`config.mk`:
```
export PLATFORM = sky130hd
export DESIGN_NAME = fifo_rd_stream
export DESIGN_NICKNAME = d
export VERILOG_FILES = /design/src/rtl/fifo_rd_stream.sv
export SDC_FILE = /design/constraint.sdc
export NUM_CORES = 1
export LEC_CHECK = 0
export CAP_MARGIN = 10
export CELL_PAD_IN_SITES_DETAIL_PLACEMENT = 0
export CELL_PAD_IN_SITES_GLOBAL_PLACEMENT = 2
export CORE_ASPECT_RATIO = 0.5
export CORE_MARGIN = 5
export CORE_UTILIZATION = 25
export DETAILED_ROUTE_END_ITERATION = 8
export PLACE_DENSITY = 0.57
export SETUP_SLACK_MARGIN = 0.1
export SLEW_MARGIN = 20
export SYNTH_ARGS = -nofsm -noshare
export SYNTH_HDL_FRONTEND = slang
export SYNTH_SLANG_ARGS = --single-unit
```
`constraint.sdc`:
```
create_clock -name rd_clk -period 3.3 [get_ports rd_clk]
set_clock_uncertainty 0.15 [all_clocks]
set_input_delay 0.495 -clock rd_clk [delete_from_list [all_inputs] [get_ports rd_clk]]
set_output_delay 0.495 -clock rd_clk [all_outputs]
set_load 0.05 [all_outputs]
```
`src/rtl/fifo_rd_stream.sv`:
```
// fifo_rd_stream: read-side consumer for an async FIFO.
// Issues credit-qualified read strobes, absorbs the fixed memory read latency
// in a small circular buffer, and presents the words as a valid/ready stream.
// Optional build macro FIFO_RD_STARVE_CNT_EN adds a saturating 16-bit
// starve_cnt output (cycles where m_ready=1 and m_valid=0).
module fifo_rd_stream #(
  parameter int DWIDTH = 8,
  parameter int RD_LAT = 1,
  localparam int BUF_DEPTH = RD_LAT + 1
) (
  input  logic                         rd_clk,
  input  logic                         rest,
  input  logic                         fifo_empty,
  output logic                         fifo_rd_en,
  input  logic [DWIDTH-1:0]            fifo_rd_data,
  input  logic                         flush,
  output logic                         m_valid,
  output logic [DWIDTH-1:0]            m_data,
  input  logic                         m_ready,
  output logic [$clog2(BUF_DEPTH):0]   buf_level
`ifdef FIFO_RD_STARVE_CNT_EN
  ,
  output logic [15:0]                  starve_cnt
`endif
);

  localparam int PW = $clog2(BUF_DEPTH);  // buffer index width
  localparam int LW = PW + 1;             // level width
  localparam int SW = LW + 2;             // headroom for credit arithmetic

  logic [PW:0]       wr_ptr_r, rd_ptr_r, wr_ptr_nxt_s, rd_ptr_nxt_s;
  logic [DWIDTH-1:0] mem_r [BUF_DEPTH];
  logic [RD_LAT-1:0] infl_r, infl_nxt_s;
  logic [LW-1:0]     level_r, level_nxt_s;
  logic [DWIDTH-1:0] data_r, data_nxt_s;
  logic [SW-1:0]     infl_cnt_s;
  logic              buf_empty_s, pop_s, wr_s, credit_ok_s;

  // Advance a {wrap, index} pointer; index wraps at BUF_DEPTH, which need not be a power of two.
  function automatic logic [PW:0] ptr_inc(input logic [PW:0] p);
    logic [PW:0] r;
    if (p[PW-1:0] == PW'(BUF_DEPTH - 1)) begin
      r = {~p[PW], {PW{1'b0}}};
    end else begin
      r = p + {{PW{1'b0}}, 1'b1};
    end
    return r;
  endfunction

  // Equal index and equal wrap bit means empty; differing wrap bits would mean full.
  assign buf_empty_s = (wr_ptr_r == rd_ptr_r);
  assign m_valid     = ~buf_empty_s;
  assign pop_s       = m_valid & m_ready;
  assign m_data      = data_r;
  assign buf_level   = level_r;
  // The oldest tag leaving the shift register marks fifo_rd_data as valid now.
  assign wr_s        = infl_r[RD_LAT-1] & ~flush;
  assign fifo_rd_en  = ~fifo_empty & ~flush & ~rest & credit_ok_s;

  // Credit: buffered words plus reads in flight, less this cycle's pop, must leave a free slot.
  always_comb begin
    infl_cnt_s = {SW{1'b0}};
    for (int i = 0; i < RD_LAT; i++) begin
      infl_cnt_s = infl_cnt_s + SW'(infl_r[i]);
    end
    credit_ok_s = ((SW'(level_r) + infl_cnt_s) < (SW'(BUF_DEPTH) + SW'(pop_s)));
  end

  // Next-state for pointers, level and the in-flight tags; flush wipes all of it.
  always_comb begin
    infl_nxt_s   = {RD_LAT{1'b0}};
    wr_ptr_nxt_s = wr_ptr_r;
    rd_ptr_nxt_s = rd_ptr_r;
    level_nxt_s  = level_r;
    if (flush) begin
      wr_ptr_nxt_s = {(PW+1){1'b0}};
      rd_ptr_nxt_s = {(PW+1){1'b0}};
      level_nxt_s  = {LW{1'b0}};
    end else begin
      infl_nxt_s[0] = fifo_rd_en;
      for (int i = 1; i < RD_LAT; i++) begin
        infl_nxt_s[i] = infl_r[i-1];
      end
      if (wr_s) begin
        wr_ptr_nxt_s = ptr_inc(wr_ptr_r);
      end else begin
        wr_ptr_nxt_s = wr_ptr_r;
      end
      if (pop_s) begin
        rd_ptr_nxt_s = ptr_inc(rd_ptr_r);
      end else begin
        rd_ptr_nxt_s = rd_ptr_r;
      end
      level_nxt_s = level_r + LW'(wr_s) - LW'(pop_s);
    end
  end

  // Next head word for the registered m_data; bypass when the head is the slot being written.
  always_comb begin
    data_nxt_s = data_r;
    if (!flush && (wr_ptr_nxt_s != rd_ptr_nxt_s)) begin
      if (wr_s && (rd_ptr_nxt_s == wr_ptr_r)) begin
        data_nxt_s = fifo_rd_data;
      end else begin
        data_nxt_s = mem_r[rd_ptr_nxt_s[PW-1:0]];
      end
    end else begin
      data_nxt_s = data_r;
    end
  end

  // State registers: buffer storage, pointers, level, in-flight tags and output data.
  always_ff @(posedge rd_clk or posedge rest) begin
    if (rest) begin
      wr_ptr_r <= {(PW+1){1'b0}};
      rd_ptr_r <= {(PW+1){1'b0}};
      level_r  <= {LW{1'b0}};
      infl_r   <= {RD_LAT{1'b0}};
      data_r   <= {DWIDTH{1'b0}};
      for (int i = 0; i < BUF_DEPTH; i++) begin
        mem_r[i] <= {DWIDTH{1'b0}};
      end
    end else begin
      wr_ptr_r <= wr_ptr_nxt_s;
      rd_ptr_r <= rd_ptr_nxt_s;
      level_r  <= level_nxt_s;
      infl_r   <= infl_nxt_s;
      data_r   <= data_nxt_s;
      if (wr_s) begin
        mem_r[wr_ptr_r[PW-1:0]] <= fifo_rd_data;
      end
    end
  end

`ifdef FIFO_RD_STARVE_CNT_EN
  logic [15:0] starve_cnt_r;
  assign starve_cnt = starve_cnt_r;

  // Count cycles where downstream is ready but nothing is offered; saturates.
  always_ff @(posedge rd_clk or posedge rest) begin
    if (rest) begin
      starve_cnt_r <= 16'h0000;
    end else if (flush) begin
      starve_cnt_r <= 16'h0000;
    end else if (m_ready && !m_valid && (starve_cnt_r != 16'hFFFF)) begin
      starve_cnt_r <= starve_cnt_r + 16'h0001;
    end else begin
      starve_cnt_r <= starve_cnt_r;
    end
  end
`endif

endmodule
```
-- Yosys cells after proc, flatten, opt, wreduce, memory -nomap -nowiden
Index checks and enable logic that the tools add are counted.
- register bits: 31
- logic and storage cells: 52
- bits of input ports: 13
- equality and inequality tests: 3
- reduce and logical (&&, ||, !) cells: 4
- order comparisons: 4
- multiplexer cells: 15
- $add $sub $neg: 6
- bitwise gates (word level): 13
- operators with widths (cell ; count):
    8-bit 2-to-1 mux ; 5
    16-bit bitwise mux ; 1
    2-bit 2-to-1 mux ; 7
    8-bit demux with 1-bit select ; 1
    1-bit inverter ; 6
    1-bit bitwise AND ; 5
    2-bit by 1-bit adder with 2-bit output (second input constant) ; 2
    2-bit equality test ; 2
    2-bit greater-or-equal comparator (second input constant) ; 2
    1-bit inverter with 2-bit output ; 2
    2-bit by 1-bit adder with 3-bit output ; 1
    2-bit by 1-bit adder with 3-bit output (first input constant) ; 1
    1-bit logical AND ; 3
    3-bit less-than comparator ; 1
    2-bit by 1-bit adder with 2-bit output ; 1
    2-bit by 1-bit less-than comparator with 1-bit output (second input constant) ; 1
    2-bit inequality test ; 1
    2-bit by 1-bit subtractor with 2-bit output ; 1
    1-bit zero test ; 1
    1-bit 2-to-1 mux ; 1

-- Logic depth before layout (Yosys ltp)
Gate-level depths: netlist of the first run.
- word-level depth: 10
- mapped depth: 9

-- Worst setup path before layout of the first run
OpenSTA, ideal clock, no wires.
- kind: flip-flop to flip-flop
- start: reg rd_ptr_r[1]
- end: reg level_r[1], in the netlist buf_level[1]
- stages on the path, launching flop included: 9
- required time: 3.072 ns
- buffers on the path: 0
- slack: 0.809 ns
- arrival time: 2.263 ns
- period minus slack after synthesis: 2.491 ns
- cell sequence: dfrtp_1 > xnor2_2 > nand2_1 > nand2_1 > xnor2_1 > ha_1 > xor2_1 > or3_1 > a21oi_1
- word-level cells in the longest chain between the ends: 5
- ends and longest elaborated chain (what ; RTL line ; source):
    start, declared ; 31 ; logic [PW:0] wr_ptr_r, rd_ptr_r, wr_ptr_nxt_s, rd_ptr_nxt_s;
    start signal, assigned ; 116 ; rd_ptr_r <= {(PW+1){1'b0}};
    start signal, assigned ; 125 ; rd_ptr_r <= rd_ptr_nxt_s;
    2-bit equality test ; 51 ; assign buf_empty_s = (wr_ptr_r == rd_ptr_r);
    1-bit inverter ; 52 ; assign m_valid = ~buf_empty_s;
    net m_valid ; 17 ; output logic m_valid,
    1-bit bitwise AND ; 53 ; assign pop_s = m_valid & m_ready;
    2-bit by 1-bit subtractor with 2-bit output ; 94 ; level_nxt_s = level_r + LW'(wr_s) - LW'(pop_s);
    2-bit 2-to-1 mux ; 75 ; if (flush) begin
    net level_nxt_s[1] ; 34 ; logic [LW-1:0] level_r, level_nxt_s;
    end signal, assigned ; 117 ; level_r <= {LW{1'b0}};
    end signal, assigned ; 126 ; level_r <= level_nxt_s;
    end, declared ; 34 ;
The timed path passes the listed nets, and every way through them passes these cells.
A chain may end at the register's enable or synchronous reset.

-- Worst setup path after layout of the first run
- start: in m_ready
- end: reg data_r[1], in the netlist m_data[1]
- word-level cells in the longest chain between the ends: 8
- ends and longest elaborated chain (what ; RTL line ; source):
    start, declared ; 19 ; input logic m_ready,
    1-bit bitwise AND (*) ; 53 ;
    2-bit 2-to-1 mux (*) ; 89 ; if (pop_s) begin
    2-bit 2-to-1 mux (*) ; 75 ;
    1-bit inverter with 2-bit output (implied by the code) ; 105 ; data_nxt_s = mem_r[rd_ptr_nxt_s[PW-1:0]];
    8-bit 2-to-1 mux (implied by the code) (3 in a row) ; 105 ;
    8-bit 2-to-1 mux ; 102 ; if (wr_s && (rd_ptr_nxt_s == wr_ptr_r)) begin
    end signal, assigned ; 119 ; data_r <= {DWIDTH{1'b0}};
    end signal, assigned ; 128 ; data_r <= data_nxt_s;
    end, declared ; 35 ; logic [DWIDTH-1:0] data_r, data_nxt_s;
Every way passes the cells marked *; elsewhere a longest branch is shown, timed or not. The select of a mux whose other input is x is not followed.

==> results of run 1 <==
## layer usage
metal | wire length, um | vias up | track usage [%]
met2 | 1840 | 14 | 15.6
met4 | 53 | 0 | 3.57
met1 | 2040 | 586 | 12.4
met3 | 127 | 4 | 2.51
li1 | - | 570 | -
met5 | 0 | - | 0
## Yosys cell counts (5+ instances only)
| cell | count | area (sq um) |
|---|---|---|
| dfrtp_1 | 31 | 776 |
| mux2_2 | 16 | 180 |
| mux2_4 | 16 | 240 |
| nand2_1 | 14 | 52.6 |
| nand3b_1 | 10 | 75.1 |
| o22ai_1 | 8 | 50.1 |
| ha_1 | 5 | 62.6 |
## power by group
group          switching (mW)  total, mW  leakage (nW)  internal [mW]
clock network           0.163      0.538        0.0868          0.375
registers              0.0583      0.535         0.398          0.477
logic                   0.319      0.608         0.533          0.289
total                   0.540       1.68          1.02           1.14
## registers in the layout, summed over array words and instances (netlist names)
| name | cells |
|---|---|
| infl_r | 1 |
| mem_r | 16 |
| m_data | 8 |
| wr_ptr_r | 2 |
| rd_ptr_r | 2 |
| buf_level | 2 |
## critical path, delay by kind of cell
family	cells	cell delay (ps)
buffers and inverters	1	630
muxes	2	630
and+or+nand+nor	2	510
AOI/OAI and AO/OA	1	370
## per-stage QoR
| stage | cell area (sq um) | utilization, % | setup WS (ps) | power, mW | cells |
|---|---|---|---|---|---|
| after floorplan | 1790 | - | 809 | 0.974 | 145 |
| after global placement | 2150 | 31.5 | 402 | 1.15 | 258 |
| after detailed placement | 2150 | 31.5 | 364 | 1.15 | 258 |
| after CTS | 2320 | 34.0 | 656 | 1.70 | 266 |
| after global routing | 2320 | 34.0 | 562 | 1.76 | 266 |
| final | 2320 | 34.0 | 666 | 1.68 | 266 |
## logic make-up (layout without fill, tap and decap cells)
kind of cell	after synthesis	after routing	synth area share (%)
simple gates	40	40	13.0
fa+ha+maj	5	5	3.49
flops	31	31	43.3
buf+inv	11	40	3.35
xor+xnor	5	5	2.86
mux	34	34	26.0
compound gates	19	19	8.02
## cell type report
cell class	instances	share of cell area [%]
Multi-Input combinational cell	103	41.2
Sequential cell	31	33.4
Tap cell	92	4.95
Clock inverter	2	1.51
Timing Repair Buffer	30	12.7
Clock buffer	6	5.97
Inverter	2	0.323
## worst min path at each step
stage	start	endpoint	slack, ps	depth (start not counted)
after floorplan	mem_r[10]$_DFFE_PP0P_	mem_r[10]$_DFFE_PP0P_	330	1
after global placement	mem_r[13]$_DFFE_PP0P_	mem_r[13]$_DFFE_PP0P_	340	1
after detailed placement	m_data[2]$_DFFE_PP0P_	m_data[2]$_DFFE_PP0P_	350	1
after CTS	mem_r[4]$_DFFE_PP0P_	mem_r[4]$_DFFE_PP0P_	360	1
after global routing	mem_r[9]$_DFFE_PP0P_	mem_r[9]$_DFFE_PP0P_	370	1
final	mem_r[10]$_DFFE_PP0P_	mem_r[10]$_DFFE_PP0P_	360	1
==> reports/qor.yml, run 1 <==
grt_max_degree: 32
antenna_cells: 0
powerDensity_nw_per_um2: 723
core_sq_um: 6830
drt-initial-drc-count: 31
r2r-start: "rd_ptr_r[1]$_DFF_PP0_"
overflow: 0
grt_pass1_wl_mm: 6.71
fmax_ghz: 0.380
antenna_found_initial: 0
cts-hold-fix-buffers: 0
ant_nets: 0
r2r_end: "m_data[1]$_DFFE_PP0P_"
routedWlPerCell_um: 15.2
wl_mm: 4.06
synth-edff-count: 0
netlist_area_sq_um: 1790
via_per_inst: 4.41
synthesis.instances: 145
hold_viol_final: 0
cts_made_buffers: 5
die_h_um: 69.9
area_growth_syn_to_layout_pct: 29.7
worst_pin_slew_ps: 540
multi_input_area_sq_um: 957
setup.worst_path.class: "in -> reg"
finalSetupTns_ps: 0
drv_slew: 0
synth_cell_types: 33
io_buffer_count: 24
drive_gt1_share_pct: 31.6
maxCapViolCount: 0
critPathSlowestCell: "clkdlybuf4s50_1"
synth_flop_cell: "dfrtp_1"
critPathArrivalTime_ps: 2640
layout_commonest_cell: "dfrtp_1"
yosysWarnings: 0
insertion_delay_ps: 270
drc: 0
clockBufferDepth: 2
avgSynthCellArea_sq_um: 12.4
crit_start: "m_ready"
cts-root-buf: "clkbuf_16"
maxSlewHeadroom_pct: 64.0
cts_resized: 0
r2r_slack_ps: 970
setup_viol: 0
cts_setup_buffers: 0
clkSlewWorstSetupHoldPaths_ps: 50
vdd_ir_drop_max_v: 0.000211
p_leak_nw: 1.02
ios: 25
cts.sinks: 31
die_area_sq_um: 9070
regArea_sq_um: 776
crit_chain: "clkdlybuf4s50_1 -> nand2_1 -> or3_1 -> a21bo_1 -> mux2_4 -> mux2_4"
final_cell_mix: "dfrtp_1, clkdlybuf4s50_1, mux2_2, mux2_4, nand2_1"
final.min_clock_period_ps: 2630
grtUsageTotal_pct: 9.66
start_util_pct: 26.2
start_kind: "input pin"
crit_top_cell: "mux2_4"
cts_tree: "yes"
endpoint: "m_data[1]$_DFFE_PP0P_"
ctsHtreeMaxLevel: 2
crit_required_ps: 3310
nets: 191
r2r_cells: 5
die_w_um: 130
syn_nets: 163
end_kind: "register"
drtPass1Iterations: 4
status: "completed"
rows: 21
ys_seq_area_share_pct: 43.3
grt_pass1_vias: 1281
gp_congestion: 0.720
fin_hold_ws_ps: 355
crit_fanout: 10
dp.final_hpwl_mm: 2.67
cpPeakStageDelay_ps: 630
period_share_pct: 79.8
num_vias: 1174
hold_path.class: "reg -> reg"
n_fill_cell: 686
async_flop_share_pct: 100
ys_ff_latch: 31
rsz0062_at_grt: "no"
(Power assumes the default switching activity.)
==> run 2: changes to the inputs <==
==> constraint.sdc (replaced) <==
create_clock -name rd_clk -period 2.47 [get_ports rd_clk]
set_clock_uncertainty 0.15 [all_clocks]
set_input_delay 0.3705 -clock rd_clk [delete_from_list [all_inputs] [get_ports rd_clk]]
set_output_delay 0.3705 -clock rd_clk [all_outputs]
set_load 0.05 [all_outputs]
==> run 2 against run 1 <==
Against the previous run:
- design area up 8.0%
- clock power up 26%
- sequential power up 33%
- largest cell class unchanged
- largest power group unchanged
- worst setup slack worse by 440 ps
- critical path type unchanged
- critical endpoint is now m_data[7]$_DFFE_PP0P_
==> reports/qor.yml, run 2 (synthesized netlist as in run 1, its figures left out) <==
status: "completed"
drtPass1Iterations: 4
die_h_um: 69.9
final_cells: 280
final_cell_mix: "dfrtp_1, clkdlybuf4s50_1, buf_4, mux2_2, mux2_4"
final.min_clock_period_ps: 2250
clkSlewWorstSetupHoldPaths_ps: 50
cts_made_buffers: 5
ant_nets: 0
cts_tree: "yes"
start_kind: "input pin"
antenna_found_initial: 0
placed_area_sq_um: 2290
insertion_delay_ps: 270
grtUsageTotal_pct: 9.93
core_sq_um: 6830
die_area_sq_um: 9070
num_vias: 1224
drt-initial-drc-count: 45
period_share_pct: 91.0
worst_pin_slew_ps: 494
cts-root-buf: "clkbuf_16"
critPathSlowestCell: "clkdlybuf4s50_1"
die_w_um: 130
p_total_mw: 2.24
start_util_pct: 26.2
fin_area_sq_um: 2510
power_frac_seq_pct: 31.8
p_int_mw: 1.52
cp.buffers_inverters: 2
nets: 206
via_per_inst: 4.37
p_clk_share_pct: 30.3
cpPeakStageDelay_ps: 470
crit_required_ps: 2470
critPathArrivalTime_ps: 2250
grt_max_degree: 32
io_buffer_count: 24
p_comb_share_pct: 37.9
drv_slew: 0
cts.sinks: 31
setup_viol: 0
powerDensity_nw_per_um2: 891
setup.worst_path.class: "in -> reg"
dp.final_hpwl_mm: 2.98
wl_mm: 4.19
largest_reg_flops: 16
end_kind: "register"
crit_chain: "clkdlybuf4s50_1 -> or3b_4 -> mux2i_4 -> o22ai_2 -> a21oi_4 -> buf_4 -> mux2_4"
clockBufferDepth: 2
vdd_ir_drop_max_v: 0.000254
drc: 0
finalSetupTns_ps: 0
layout_commonest_cell: "dfrtp_1"
r2r_cells: 7
p_leak_nw: 1.11
maxSlewHeadroom_pct: 67.0
cpLargestDelayFamily: "buffers and inverters"
cp.depth: 7
grt_pass1_wl_mm: 6.98
area_growth_syn_to_layout_pct: 40.1
regMostFlops: "mem_r"
ios: 25
crit_fanout: 4
fmax_ghz: 0.445
antenna_cells: 0
grt_pass1_vias: 1326
overflow: 0
ctsHtreeMaxLevel: 2
hold_path.class: "reg -> reg"
setup_slack_ps: 223
maxCapViolCount: 0
dp_slack_ps: -134
rsz0062_at_grt: "no"
hold_viol_final: 0
min_path_cells: 1
n_fill_cell: 667
gp_congestion: 0.728
routedWlPerCell_um: 15.0
rows: 21
sw_frac_of_total_pct: 32.1
drive_gt1_share_pct: 38.8
placedCellCount: 271
switchingPower_mw: 0.719
[run 2: changes by cell type in the layout (fill, tap and decap cells not counted), moves of 2 or more]
cell,delta
buf_12,+4
clkdlybuf4s50_1,-2
dfrtp_1,-2
buf_4,+11
dfrtp_2,+2
[run 2: final timing paths]
kind,startpoint,endpoint,slack (ps)
worst max-delay path,flush,m_data[7]$_DFFE_PP0P_,220
worst min-delay path,mem_r[13]$_DFFE_PP0P_,mem_r[13]$_DFFE_PP0P_,350
worst max register to register,wr_ptr_r[1]$_DFF_PP0_,m_data[7]$_DFFE_PP0P_,240
worst min register to register,mem_r[13]$_DFFE_PP0P_,mem_r[13]$_DFFE_PP0P_,350
max in group asynchronous,rest,wr_ptr_r[0]$_DFF_PP0_,1470
min in group asynchronous,rest,infl_r$_DFF_PP0_,380
[run 2: area by class of cell]
cell class	count	area (sq um)	share of cell area [%]
clock buffer	6	129	5.13
clock inverter	1	30.0	1.20
inverter	2	7.51	0.299
multi-input combinational	103	992	39.5
sequential	31	778	31.0
tap	92	115	4.58
timing repair buffer	45	459	18.3
[run 2: metrics by stage]
stage	hold slack (ps)	util, %
floorplan	324	-
global placement	341	33.5
detailed placement	347	33.5
CTS	358	36.0
global route	371	36.8
finish	354	36.8
[run 2: routing by layer]
metal / GRT usage, % / share of wire [%] / routed length (um)
met2: 15.4 / 45 / 1880
met4: 3.11 / 0.88 / 37
met1: 13.6 / 51 / 2140
met3: 2.36 / 3.2 / 136
met5: 0 / 0 / 0
[run 2: timing repair]
item | CTS | global route
gates resized for setup | 2 | 6
pin swaps | 0 | 2
gates cloned | 0 | 0
hold buffers | 0 | 0
buffers inserted | 0 | 2
endpoints found under the setup margin | 2 | 9
[run 2: worst register-to-register path, delay by kind of cell (launching register included)]
family	cells	cell delay, ps
xor+xnor	1	310
mux	2	560
compound gates	2	310
flops	1	450
buf+inv	2	320
[run 2: power groups by stage]
stage	registers [mW]	clock network, mW	logic, mW
finish	0.712	0.679	0.847
CTS	0.715	0.696	0.851
floorplan	0.947	0	0.356
detailed placement	0.720	0	0.849
global route	0.729	0.723	0.899
global placement	0.722	0	0.843
